===== src/rtl/mc_select_controller_pkg.sv =====
// Package mc_ctrl_pkg: shared types and constants for the multicycle select
// controller. It holds the FSM state encoding, the opcode and ALU-op constants,
// the control-vector struct passed from the encoder to the top, and the
// is_two_byte() decode helper.
// Optional feature macro: RET_STACK_EN. When it is defined, JSR/RET are real
// instructions. When it is undefined, they decode as NOP.
package mc_ctrl_pkg;

    typedef enum logic [3:0] {
        S_RST  = 4'd0,
        S_F1   = 4'd1,
        S_DEC  = 4'd2,
        S_F2   = 4'd3,
        S_RD   = 4'd4,
        S_WB   = 4'd5,
        S_WR   = 4'd6,
        S_JMP  = 4'd7,
`ifdef RET_STACK_EN
        S_RET  = 4'd8,
`endif
        S_HALT = 4'd9
    } state_t;

    localparam logic [3:0] OP_NOP = 4'h0;
    localparam logic [3:0] OP_LDA = 4'h1;
    localparam logic [3:0] OP_STA = 4'h2;
    localparam logic [3:0] OP_ADD = 4'h3;
    localparam logic [3:0] OP_SUB = 4'h4;
    localparam logic [3:0] OP_AND = 4'h5;
    localparam logic [3:0] OP_NOT = 4'h6;
    localparam logic [3:0] OP_JMP = 4'h7;
    localparam logic [3:0] OP_JZ  = 4'h8;
    localparam logic [3:0] OP_JSR = 4'h9;
    localparam logic [3:0] OP_RET = 4'hA;
    localparam logic [3:0] OP_HLT = 4'hF;

    localparam logic [1:0] ALU_ADD = 2'b00;
    localparam logic [1:0] ALU_SUB = 2'b01;
    localparam logic [1:0] ALU_AND = 2'b10;
    localparam logic [1:0] ALU_NOT = 2'b11;

    typedef struct packed {
        logic       pc_sel_inc;
        logic       pc_sel_jmp;
        logic       pc_sel_ret;
        logic       pc_ld;
        logic       addr_sel_pc;
        logic       addr_sel_ir;
        logic       mem_rd;
        logic       mem_wr;
        logic       ir_hi_ld;
        logic       ir_lo_ld;
        logic       mdr_ld;
        logic       acc_sel_alu;
        logic       acc_sel_mem;
        logic       acc_ld;
        logic [1:0] alu_op;
        logic       ret_ld;
        logic       halted;
    } ctrl_t;

    // Opcodes that carry an operand byte and therefore need the S_F2 fetch.
    function automatic logic is_two_byte(input logic [3:0] op);
        case (op)
            OP_LDA, OP_STA, OP_ADD, OP_SUB, OP_AND, OP_JMP, OP_JZ: return 1'b1;
`ifdef RET_STACK_EN
            OP_JSR: return 1'b1;
`endif
            default: return 1'b0;
        endcase
    endfunction

endpackage


===== src/rtl/mc_select_controller_if.sv =====
// One-hot select interface between the control FSM and the datapath.
// Modport master: the controller. It receives mem_ready, ir_op and acc_zero,
// and it drives every select, load, strobe and status signal.
// Modport slave: the datapath side, with the directions mirrored.
interface mc_select_controller_if;
    logic       mem_ready;
    logic [3:0] ir_op;
    logic       acc_zero;
    logic       pc_sel_inc;
    logic       pc_sel_jmp;
    logic       pc_sel_ret;
    logic       pc_ld;
    logic       addr_sel_pc;
    logic       addr_sel_ir;
    logic       mem_rd;
    logic       mem_wr;
    logic       ir_hi_ld;
    logic       ir_lo_ld;
    logic       mdr_ld;
    logic       acc_sel_alu;
    logic       acc_sel_mem;
    logic       acc_ld;
    logic [1:0] alu_op;
    logic       ret_ld;
    logic       halted;
    logic       bus_err;

    modport master (
        input  mem_ready, ir_op, acc_zero,
        output pc_sel_inc, pc_sel_jmp, pc_sel_ret, pc_ld, addr_sel_pc, addr_sel_ir,
               mem_rd, mem_wr, ir_hi_ld, ir_lo_ld, mdr_ld, acc_sel_alu, acc_sel_mem,
               acc_ld, alu_op, ret_ld, halted, bus_err
    );

    modport slave (
        output mem_ready, ir_op, acc_zero,
        input  pc_sel_inc, pc_sel_jmp, pc_sel_ret, pc_ld, addr_sel_pc, addr_sel_ir,
               mem_rd, mem_wr, ir_hi_ld, ir_lo_ld, mdr_ld, acc_sel_alu, acc_sel_mem,
               acc_ld, alu_op, ret_ld, halted, bus_err
    );
endinterface


===== src/rtl/mc_select_controller_encoder.sv =====
// mc_select_encoder: purely combinational decode from (state, opcode, flags)
// to the control vector. Each select group has at most one bit set.
// Ports: state_i (FSM state), ir_op_i (opcode), mem_ready_i, acc_zero_i,
// and ctrl_o (select/enable vector).
// Optional feature macro: RET_STACK_EN (adds the JSR ret_ld and the S_RET decode).
module mc_select_encoder
    import mc_ctrl_pkg::*;
(
    input  state_t     state_i,
    input  logic [3:0] ir_op_i,
    input  logic       mem_ready_i,
    input  logic       acc_zero_i,
    output ctrl_t      ctrl_o
);

    always_comb begin
        ctrl_o = '0;
        case (state_i)
            S_F1, S_F2: begin
                ctrl_o.addr_sel_pc = 1'b1;
                ctrl_o.mem_rd      = 1'b1;
                // Loads fire only in the completing cycle.
                if (mem_ready_i) begin
                    ctrl_o.ir_hi_ld   = (state_i == S_F1);
                    ctrl_o.ir_lo_ld   = (state_i == S_F2);
                    ctrl_o.pc_sel_inc = 1'b1;
                    ctrl_o.pc_ld      = 1'b1;
                end
            end
            S_RD: begin
                ctrl_o.addr_sel_ir = 1'b1;
                ctrl_o.mem_rd      = 1'b1;
                ctrl_o.mdr_ld      = mem_ready_i;
            end
            S_WR: begin
                ctrl_o.addr_sel_ir = 1'b1;
                ctrl_o.mem_wr      = 1'b1;
            end
            S_WB: begin
                ctrl_o.acc_ld = 1'b1;
                case (ir_op_i)
                    OP_LDA: ctrl_o.acc_sel_mem = 1'b1;
                    OP_ADD: begin ctrl_o.acc_sel_alu = 1'b1; ctrl_o.alu_op = ALU_ADD; end
                    OP_SUB: begin ctrl_o.acc_sel_alu = 1'b1; ctrl_o.alu_op = ALU_SUB; end
                    OP_AND: begin ctrl_o.acc_sel_alu = 1'b1; ctrl_o.alu_op = ALU_AND; end
                    OP_NOT: begin ctrl_o.acc_sel_alu = 1'b1; ctrl_o.alu_op = ALU_NOT; end
                    default: ctrl_o.acc_ld = 1'b0;
                endcase
            end
            S_JMP: begin
                // A JZ with acc_zero=0 falls through without touching the PC.
                if (ir_op_i != OP_JZ || acc_zero_i) begin
                    ctrl_o.pc_sel_jmp = 1'b1;
                    ctrl_o.pc_ld      = 1'b1;
                end
`ifdef RET_STACK_EN
                ctrl_o.ret_ld = (ir_op_i == OP_JSR);
`endif
            end
`ifdef RET_STACK_EN
            S_RET: begin
                ctrl_o.pc_sel_ret = 1'b1;
                ctrl_o.pc_ld      = 1'b1;
            end
`endif
            S_HALT: ctrl_o.halted = 1'b1;
            default: ;
        endcase
    end

endmodule


===== src/rtl/mc_select_controller.sv =====
// mc_select_controller: multicycle control FSM for the accumulator datapath.
// It produces the one-hot (onehot0) mux selects and the load/strobe enables.
// Ports: clk, rst_n (synchronous, active low), and bus (mc_select_controller_if.master).
// Parameter MEM_WAIT_MAX (1..255) is the number of consecutive mem_ready=0 cycles
// that a memory state tolerates before the controller raises the sticky bus_err
// and halts.
// Optional feature macro: RET_STACK_EN enables JSR/RET. When it is undefined,
// both opcodes act as NOP, and pc_sel_ret and ret_ld stay at 0.
module mc_select_controller
    import mc_ctrl_pkg::*;
#(
    parameter int MEM_WAIT_MAX = 15
) (
    input  logic                   clk,
    input  logic                   rst_n,
    mc_select_controller_if.master bus
);

    localparam logic [7:0] WAIT_LAST = 8'(MEM_WAIT_MAX - 1);

    state_t     state_q, state_d;
    logic [7:0] wait_q, wait_d;
    logic       err_q, err_d;
    logic       mem_st;
    ctrl_t      ctrl;

    always_comb begin
        state_d = state_q;
        wait_d  = '0;
        err_d   = err_q;
        mem_st  = 1'b0;
        case (state_q)
            S_RST: state_d = S_F1;
            S_F1: begin
                mem_st = 1'b1;
                if (bus.mem_ready) state_d = S_DEC;
            end
            S_DEC: begin
                case (bus.ir_op)
                    OP_NOP: state_d = S_F1;
                    OP_NOT: state_d = S_WB;
                    OP_HLT: state_d = S_HALT;
`ifdef RET_STACK_EN
                    OP_RET: state_d = S_RET;
`endif
                    default: state_d = is_two_byte(bus.ir_op) ? S_F2 : S_F1;
                endcase
            end
            S_F2: begin
                mem_st = 1'b1;
                if (bus.mem_ready) begin
                    case (bus.ir_op)
                        OP_LDA, OP_ADD, OP_SUB, OP_AND: state_d = S_RD;
                        OP_STA:                         state_d = S_WR;
                        default:                        state_d = S_JMP;
                    endcase
                end
            end
            S_RD: begin
                mem_st = 1'b1;
                if (bus.mem_ready) state_d = S_WB;
            end
            S_WR: begin
                mem_st = 1'b1;
                if (bus.mem_ready) state_d = S_F1;
            end
            S_WB, S_JMP: state_d = S_F1;
`ifdef RET_STACK_EN
            S_RET: state_d = S_F1;
`endif
            S_HALT: state_d = S_HALT;
            default: state_d = S_RST;
        endcase

        // The wait counter only runs while a memory state stalls, and it
        // returns to zero whenever the access completes or the state changes.
        // If mem_ready=1 arrives in the last allowed cycle, the access still
        // completes normally.
        if (mem_st && !bus.mem_ready) begin
            if (wait_q == WAIT_LAST) begin
                err_d   = 1'b1;
                state_d = S_HALT;
            end else begin
                wait_d = wait_q + 8'd1;
            end
        end
    end

    always_ff @(posedge clk) begin
        if (!rst_n) begin
            state_q <= S_RST;
            wait_q  <= '0;
            err_q   <= 1'b0;
        end else begin
            state_q <= state_d;
            wait_q  <= wait_d;
            err_q   <= err_d;
        end
    end

    mc_select_encoder u_enc (
        .state_i     (state_q),
        .ir_op_i     (bus.ir_op),
        .mem_ready_i (bus.mem_ready),
        .acc_zero_i  (bus.acc_zero),
        .ctrl_o      (ctrl)
    );

    assign bus.pc_sel_inc  = ctrl.pc_sel_inc;
    assign bus.pc_sel_jmp  = ctrl.pc_sel_jmp;
    assign bus.pc_sel_ret  = ctrl.pc_sel_ret;
    assign bus.pc_ld       = ctrl.pc_ld;
    assign bus.addr_sel_pc = ctrl.addr_sel_pc;
    assign bus.addr_sel_ir = ctrl.addr_sel_ir;
    assign bus.mem_rd      = ctrl.mem_rd;
    assign bus.mem_wr      = ctrl.mem_wr;
    assign bus.ir_hi_ld    = ctrl.ir_hi_ld;
    assign bus.ir_lo_ld    = ctrl.ir_lo_ld;
    assign bus.mdr_ld      = ctrl.mdr_ld;
    assign bus.acc_sel_alu = ctrl.acc_sel_alu;
    assign bus.acc_sel_mem = ctrl.acc_sel_mem;
    assign bus.acc_ld      = ctrl.acc_ld;
    assign bus.alu_op      = ctrl.alu_op;
    assign bus.ret_ld      = ctrl.ret_ld;
    assign bus.halted      = ctrl.halted;
    assign bus.bus_err     = err_q;

endmodule

===== src/flat_wrapper.sv =====
// flat-port wrapper written by rule: the top's interface ports become plain ports
module mc_select_controller_flat import mc_ctrl_pkg::*;
#(
    parameter int MEM_WAIT_MAX = 15
)
  (clk, rst_n, bus_mem_ready, bus_ir_op, bus_acc_zero, bus_pc_sel_inc, bus_pc_sel_jmp, bus_pc_sel_ret, bus_pc_ld, bus_addr_sel_pc, bus_addr_sel_ir, bus_mem_rd, bus_mem_wr, bus_ir_hi_ld, bus_ir_lo_ld, bus_mdr_ld, bus_acc_sel_alu, bus_acc_sel_mem, bus_acc_ld, bus_alu_op, bus_ret_ld, bus_halted, bus_bus_err);
  mc_select_controller_if bus_i ();
  input  logic clk;
  input  logic rst_n;
  input wire logic [$bits(bus_i.mem_ready)-1:0] bus_mem_ready;
  input wire logic [$bits(bus_i.ir_op)-1:0] bus_ir_op;
  input wire logic [$bits(bus_i.acc_zero)-1:0] bus_acc_zero;
  output wire logic [$bits(bus_i.pc_sel_inc)-1:0] bus_pc_sel_inc;
  output wire logic [$bits(bus_i.pc_sel_jmp)-1:0] bus_pc_sel_jmp;
  output wire logic [$bits(bus_i.pc_sel_ret)-1:0] bus_pc_sel_ret;
  output wire logic [$bits(bus_i.pc_ld)-1:0] bus_pc_ld;
  output wire logic [$bits(bus_i.addr_sel_pc)-1:0] bus_addr_sel_pc;
  output wire logic [$bits(bus_i.addr_sel_ir)-1:0] bus_addr_sel_ir;
  output wire logic [$bits(bus_i.mem_rd)-1:0] bus_mem_rd;
  output wire logic [$bits(bus_i.mem_wr)-1:0] bus_mem_wr;
  output wire logic [$bits(bus_i.ir_hi_ld)-1:0] bus_ir_hi_ld;
  output wire logic [$bits(bus_i.ir_lo_ld)-1:0] bus_ir_lo_ld;
  output wire logic [$bits(bus_i.mdr_ld)-1:0] bus_mdr_ld;
  output wire logic [$bits(bus_i.acc_sel_alu)-1:0] bus_acc_sel_alu;
  output wire logic [$bits(bus_i.acc_sel_mem)-1:0] bus_acc_sel_mem;
  output wire logic [$bits(bus_i.acc_ld)-1:0] bus_acc_ld;
  output wire logic [$bits(bus_i.alu_op)-1:0] bus_alu_op;
  output wire logic [$bits(bus_i.ret_ld)-1:0] bus_ret_ld;
  output wire logic [$bits(bus_i.halted)-1:0] bus_halted;
  output wire logic [$bits(bus_i.bus_err)-1:0] bus_bus_err;
  assign bus_i.mem_ready = bus_mem_ready;
  assign bus_i.ir_op = bus_ir_op;
  assign bus_i.acc_zero = bus_acc_zero;
  assign bus_pc_sel_inc = bus_i.pc_sel_inc;
  assign bus_pc_sel_jmp = bus_i.pc_sel_jmp;
  assign bus_pc_sel_ret = bus_i.pc_sel_ret;
  assign bus_pc_ld = bus_i.pc_ld;
  assign bus_addr_sel_pc = bus_i.addr_sel_pc;
  assign bus_addr_sel_ir = bus_i.addr_sel_ir;
  assign bus_mem_rd = bus_i.mem_rd;
  assign bus_mem_wr = bus_i.mem_wr;
  assign bus_ir_hi_ld = bus_i.ir_hi_ld;
  assign bus_ir_lo_ld = bus_i.ir_lo_ld;
  assign bus_mdr_ld = bus_i.mdr_ld;
  assign bus_acc_sel_alu = bus_i.acc_sel_alu;
  assign bus_acc_sel_mem = bus_i.acc_sel_mem;
  assign bus_acc_ld = bus_i.acc_ld;
  assign bus_alu_op = bus_i.alu_op;
  assign bus_ret_ld = bus_i.ret_ld;
  assign bus_halted = bus_i.halted;
  assign bus_bus_err = bus_i.bus_err;
  mc_select_controller #(.MEM_WAIT_MAX(MEM_WAIT_MAX)) u_core (.clk(clk), .rst_n(rst_n), .bus(bus_i));
endmodule

===== config.mk =====
export PLATFORM = sky130hd
export DESIGN_NAME = mc_select_controller_flat
export DESIGN_NICKNAME = d
export VERILOG_FILES = /design/src/rtl/mc_select_controller_pkg.sv /design/src/rtl/mc_select_controller_if.sv /design/src/rtl/mc_select_controller_encoder.sv /design/src/rtl/mc_select_controller.sv /design/src/flat_wrapper.sv
export SDC_FILE = /design/constraint.sdc
export NUM_CORES = 1
export LEC_CHECK = 0
export BUFFER_PORTS_ARGS = -buffer_cell sky130_fd_sc_hd__buf_2
export CORE_MARGIN = 1
export CORE_UTILIZATION = 49
export DETAILED_ROUTE_END_ITERATION = 16
export HOLD_SLACK_MARGIN = 0.03
export PLACE_DENSITY = 0.77
export SLEW_MARGIN = 0
export SYNTH_ARGS = -nofsm -noshare
export SYNTH_HDL_FRONTEND = slang
export SYNTH_SLANG_ARGS = --single-unit

===== constraint.sdc =====
create_clock -name clk -period 2.2 [get_ports clk]
set_clock_uncertainty 0.15 [all_clocks]
set_input_delay 0.22 -clock clk [delete_from_list [all_inputs] [get_ports clk]]
set_output_delay 0.22 -clock clk [all_outputs]
set_load 0.03 [all_outputs]

==> results of run 1 <==
-- logic make-up (layout without fill, tap and decap cells) --
family | after synthesis | in the layout | synth area share
AOI/OAI and AO/OA | 21 | 21 | 0.160
xor gates and xnor gates | 8 | 8 | 0.0791
adders and majority gates | 2 | 2 | 0.0282
buffers and inverters | 19 | 40 | 0.0946
DFF | 13 | 13 | 0.294
muxes | 1 | 1 | 0.0113
other | 1 | 2 | 0.00423
and+or+nand+nor | 53 | 53 | 0.329
-- power by group through the flow --
stage | Clock (W) | Sequential (W) | Combinational [W]
4_1_cts | 0.000150 | 0.000249 | 0.0000967
3_5_place_dp | 0 | 0.000254 | 0.0000962
6_report | 0.000145 | 0.000249 | 0.0000968
2_1_floorplan | 0 | 0.000248 | 0.0000816
5_1_grt | 0.000158 | 0.000251 | 0.000105
3_3_place_gp | 0 | 0.000254 | 0.0000941
-- cell type report --
class / count / area, um^2
fill: 162 / 654
multi-input combinational: 87 / 558
clock buffer: 4 / 26.3
tap: 25 / 31.3
inverter: 10 / 37.5
timing repair buffer: 26 / 138
sequential: 13 / 263
-- registers in the layout, summed over array words and instances, names as in the netlist --
signal	cells
u_core.state_q	4
u_core.wait_q	8
u_core.bus.bus_err	1
-- path summary, 6_finish.rpt --
check                     startpoint            endpoint
setup / recovery   u_core.state_q[3]     bus_acc_sel_mem
hold / removal                 rst_n   u_core.state_q[1]
setup reg to reg    u_core.wait_q[0]   u_core.state_q[0]
hold reg to reg   u_core.bus.bus_err  u_core.bus.bus_err
-- worst reg2reg max path: stages, from the launching register on --
cell	delay (ps)
dfxtp_1	350
inv_1	70
ha_1	140
or4b_1	450
nor3b_2	230
nand2_2	110
a221oi_2	240
-- cells in the mapped netlist, types with 2 or more instances --
cell type / n / area (um^2)
inv_1: 10 / 37.5
nand4_1: 3 / 18.8
dfxtp_1: 13 / 260
nand2b_1: 2 / 12.5
nand3_1: 4 / 20.0
a31oi_1: 3 / 18.8
buf_2: 4 / 20.0
clkbuf_1: 3 / 11.3
nor4_1: 4 / 25.0
xor2_1: 5 / 43.8
a21oi_1: 5 / 25.0
buf_4: 2 / 15.0
or3_1: 3 / 18.8
ha_1: 2 / 25.0
o21ai_0: 5 / 25.0
nor3_1: 4 / 20.0
nor3b_1: 2 / 15.0
nand2_1: 7 / 26.3
xnor2_1: 3 / 26.3
nor2_1: 15 / 56.3
-- routing by layer --
metal  part of all wire  vias up  global-route usage
met4              0.023        0               0.139
li1                   -      452                   -
met1               0.44      395               0.225
met5                  0        -                   0
met3              0.034        6              0.0122
met2               0.50       26               0.338
-- metrics by stage --
step	cells	power [W]	utilization	hold slack, ps	area (um^2)
2_1_floorplan	119	0.000329	-	230	902
3_3_place_gp	161	0.000348	0.599	284	1020
3_5_place_dp	161	0.000350	0.599	295	1020
4_1_cts	165	0.000495	0.614	108	1050
5_1_grt	165	0.000514	0.617	113	1050
6_report	165	0.000491	0.617	104	1050
==> flow_summary_export.csv, run 1 <==
group,metric,value,unit
status,outcome,"completed",
route,first_pass_iters,4,
power_and_ir_drop,comb_power_share,0.197,
clock_tree,cts.clk_slew.worst_paths,80,ps
setup_path,worstPathArrival,1690,ps
power_and_ir_drop,sw_frac_of_total,0.304,
clock_tree,hold_buffers,0,
placed_design,post-place-ws,313,ps
sta,setup_viol,0,
cells_and_area,nets,151,
floorplanning,die_y,44.5,um
floorplanning,dieArea,1980,um^2
synth,synthFlopType,"dfxtp_1",
placed_design,place_congestion,0.867,
clock_tree,postCtsSetupBuffers,0,
cells_and_area,antenna-diode-count,0,
floorplanning,rows,15,
power_and_ir_drop,pwr-share-seq,0.508,
sta,fmax,0.486,GHz
route,first_iter_violations,19,
sta,period_share,0.935,
route,wirelength,1.92,mm
power_and_ir_drop,power_density,466,nW/um^2
setup_path,cp_slowest_stage_delay,440,ps
synth,ys_seq_area_frac,0.294,
synth,synthArstFlopShare,0,
setup_path,crit_path_end_kind,"output port",
synth,syn_inst,118,
power_and_ir_drop,p_int,0.000342,W
route,via_per_inst,5.33,
floorplanning,initial_utilization,0.519,
cells_and_area,drive_gt1_frac,0.279,
power_and_ir_drop,switchingPower,0.000150,W
setup_path,required,1830,ps
synth,synth_edf_count,0,
power_and_ir_drop,p_leak,0.449,nW
min_path,hp-class,"input port to flip-flop",
synth,synth_warnings,0,
setup_path,crit_slowest_cell,"or3_1",
sta,setup_ws,143,ps
setup_path,cpLargestDelayFamily,"simple AND/OR/NAND/NOR gates",
global_routing,grt_usage,0.195,
global_routing,first_global_vias,728,
sta,fin_setup_tns,0,ps
clock_tree,cts_num_sinks,13,
placed_design,post-dp-hpwl,1.43,mm
synth,ys_ff_latch,13,
cells_and_area,final_cell_mix,"23 x buf_2, 15 x nor2_1, 11 x dfxtp_1",
sta,rsz0062_at_grt,"no",
floorplanning,ios,27,
clock_tree,cts_root_buf,"clkbuf_4",
clock_tree,cts_buffers,3,
placed_design,io_buffers,24,
sta,drv_slew,0,
clock_tree,cts_resized,0,
route,drc,0,
clock_tree,cts_tree,"done",
min_path,hold_depth,3,
sta,hold_viol_final,0,
power_and_ir_drop,peakVddDrop,0.363,mV
synth,netlist_area,886,um^2
setup_path,worst-path-buf-inv,1,
clock_tree,clk-insertion-delay-late,270,ps
setup_path,startpoint_type,"flip-flop",
setup_path,cp.depth,4,
clock_tree,max-clock-path-buffers,2,
floorplanning,die_w,44.5,um
job,maxCapViolations,0,
global_routing,antenna_found_initial,0,
floorplanning,core_area,1710,um^2
clock_tree,h-tree-depth,1,
setup_path,crit_chain,"nand2b_1, or3_1, nor4b_2, buf_4",
cells_and_area,areaGrowthSynthToFinish,18.9,%
synth,synth_cell_types,39,
setup_path,critical_path_class,"flip-flop to output port",
sta,layout_min_cycle_time,2060,ps
route,routedWlPerCell,11.6,um
global_routing,grt_max_degree,13,
route,vias,879,
global_routing,grt_pass1_wl,2.86,mm
route,drtAntennaViolNets,0,
setup_path,r2r_cells,6,
setup_path,crit_path_max_fanout,5,
synth,synth_area_per_cell,7.51,um^2
setup_path,rrSetupSlack,380,ps
global_routing,overflow,0,
cells_and_area,final_common_cell,"buf_2",
power_and_ir_drop,clockPowerShare,0.295,
Power figures use the tool's default switching activity.
==> run 2, diff against run 1 <==
--- a/config.mk
+++ b/config.mk
@@ -7,11 +7,12 @@
 export LEC_CHECK = 0
 export BUFFER_PORTS_ARGS = -buffer_cell sky130_fd_sc_hd__buf_2
 export CORE_MARGIN = 1
-export CORE_UTILIZATION = 49
+export CORE_UTILIZATION = 45
 export DETAILED_ROUTE_END_ITERATION = 16
 export HOLD_SLACK_MARGIN = 0.03
-export PLACE_DENSITY = 0.77
+export PLACE_DENSITY = 0.71
 export SLEW_MARGIN = 0
 export SYNTH_ARGS = -nofsm -noshare
 export SYNTH_HDL_FRONTEND = slang
 export SYNTH_SLANG_ARGS = --single-unit
+export TNS_END_PERCENT = 10
==> flow_summary_export.csv, run 2 (synthesis results as in run 1) <==
group,metric,value,unit
route,first_pass_iters,4,
route,via_per_inst,5.53,
floorplanning,rows,15,
floorplanning,core_area,1780,um^2
placed_design,postPlaceCellArea,1020,um^2
floorplanning,ios,27,
floorplanning,dieArea,2150,um^2
clock_tree,cts_buffers,3,
global_routing,grt_max_degree,13,
global_routing,grt_pass1_wl,3.14,mm
global_routing,antenna_found_initial,0,
clock_tree,cts_tree,"done",
cells_and_area,nFillCells,174,
sta,setup_viol,0,
clock_tree,cts_root_buf,"clkbuf_4",
route,drc,0,
cells_and_area,final_cell_mix,"23 x buf_2, 15 x nor2_1, 11 x dfxtp_1",
global_routing,grt_usage,0.204,
cells_and_area,areaGrowthSynthToFinish,19.8,%
setup_path,critical_path_class,"flip-flop to output port",
placed_design,io_buffers,24,
sta,layout_min_cycle_time,2090,ps
power_and_ir_drop,power,0.000499,W
sta,rsz0062_at_grt,"no",
sta,drv_slew,0,
cells_and_area,final_common_cell,"buf_2",
power_and_ir_drop,peakVddDrop,0.367,mV
global_routing,first_global_vias,771,
cells_and_area,regMostFlops,"u_core.wait_q",
route,first_iter_violations,23,
job,maxCapViolations,0,
sta,holdWs,108,ps
setup_path,crit_path_max_fanout,5,
route,vias,918,
setup_path,cp_slowest_stage_delay,450,ps
setup_path,required,1830,ps
route,routedWlPerCell,12.0,um
floorplanning,initial_utilization,0.497,
placed_design,place_congestion,0.846,
setup_path,startpoint_type,"flip-flop",
setup_path,worstPathArrival,1720,ps
setup_path,crit_chain,"nand2b_1, or3_1, nor4b_2, buf_4",
power_and_ir_drop,p_leak,0.454,nW
clock_tree,max-clock-path-buffers,2,
sta,period_share,0.950,
global_routing,overflow,0,
cells_and_area,largest_reg_flops,8,
clock_tree,clk-insertion-delay-late,280,ps
sta,fmax,0.478,GHz
cells_and_area,nets,152,
clock_tree,h-tree-depth,1,
clock_tree,cts_num_sinks,13,
floorplanning,die_y,46.4,um
setup_path,crit_slowest_cell,"or3_1",
cells_and_area,antenna-diode-count,0,
setup_path,crit_path_end_kind,"output port",
sta,fin_setup_tns,0,ps
cells_and_area,stdcell_area,1060,um^2
status,outcome,"completed",
min_path,hp-class,"input port to flip-flop",
clock_tree,postCtsSetupBuffers,0,
route,drtAntennaViolNets,0,
cells_and_area,drive_gt1_frac,0.284,
placed_design,post-dp-hpwl,1.51,mm
power_and_ir_drop,power_density,471,nW/um^2
sta,hold_viol_final,0,
floorplanning,die_w,46.4,um
clock_tree,cts.clk_slew.worst_paths,80,ps
route,wirelength,1.99,mm
-- run 2: cell count changes in the layout (fill, tap and decap cells not counted), sizes merged --
cell	previous run	this run
buf	26	27
-- run 2: what timing repair did --
action	in CTS	in global routing
setup endpoints to repair	1	2
hold buffers	0	0
cloned	0	0
resized for setup	2	2
-- run 2: per-stage QoR --
stage | util | setup WS [ps] | instances
detailed placement | 0.574 | 293 | 162
floorplan | - | -124 | 119
CTS | 0.594 | 79.3 | 166
finish | 0.595 | 109 | 166
global route | 0.595 | 25.6 | 166
global placement | 0.574 | 425 | 162
-- run 2: layout make-up --
class	count	area (um^2)	share of cell area
multi-input combinational	87	558	0.526
sequential	13	263	0.248
timing repair buffer	27	145	0.137
inverter	10	37.5	0.0354
tap	25	31.3	0.0295
clock buffer	4	26.3	0.0248
-- run 2: power breakdown --
group          total, W  leakage (nW)  switching [W]  internal, W
Clock          0.000150        0.0150      0.0000801    0.0000704
Combinational  0.000101         0.334      0.0000679    0.0000331
Sequential     0.000248         0.106     0.00000775     0.000240
Total          0.000499         0.454       0.000156     0.000344
-- run 2: worst paths after layout --
path,startpoint,to,slack [ps],depth (start not counted)
worst min-delay path,rst_n,u_core.state_q[0],110,3
worst min register to register,u_core.bus.bus_err,u_core.bus.bus_err,310,2
worst max register to register,u_core.wait_q[0],u_core.state_q[0],390,6
worst max-delay path,u_core.state_q[3],bus_acc_sel_mem,110,4
-- run 2: per-layer routing --
layer | GRT usage | up-vias | wire length, um
met5 | 0 | - | 0
met4 | 0.112 | 0 | 40
met3 | 0.0196 | 5 | 103
met2 | 0.364 | 32 | 1020
met1 | 0.232 | 429 | 830
li1 | - | 452 | -
-- run 2: critical path: cells and delay by family (launching register included) --
family	cells	cell delay, ps
flip-flops	1	310
AND/OR/NAND/NOR	3	920
buffers and inverters	1	210
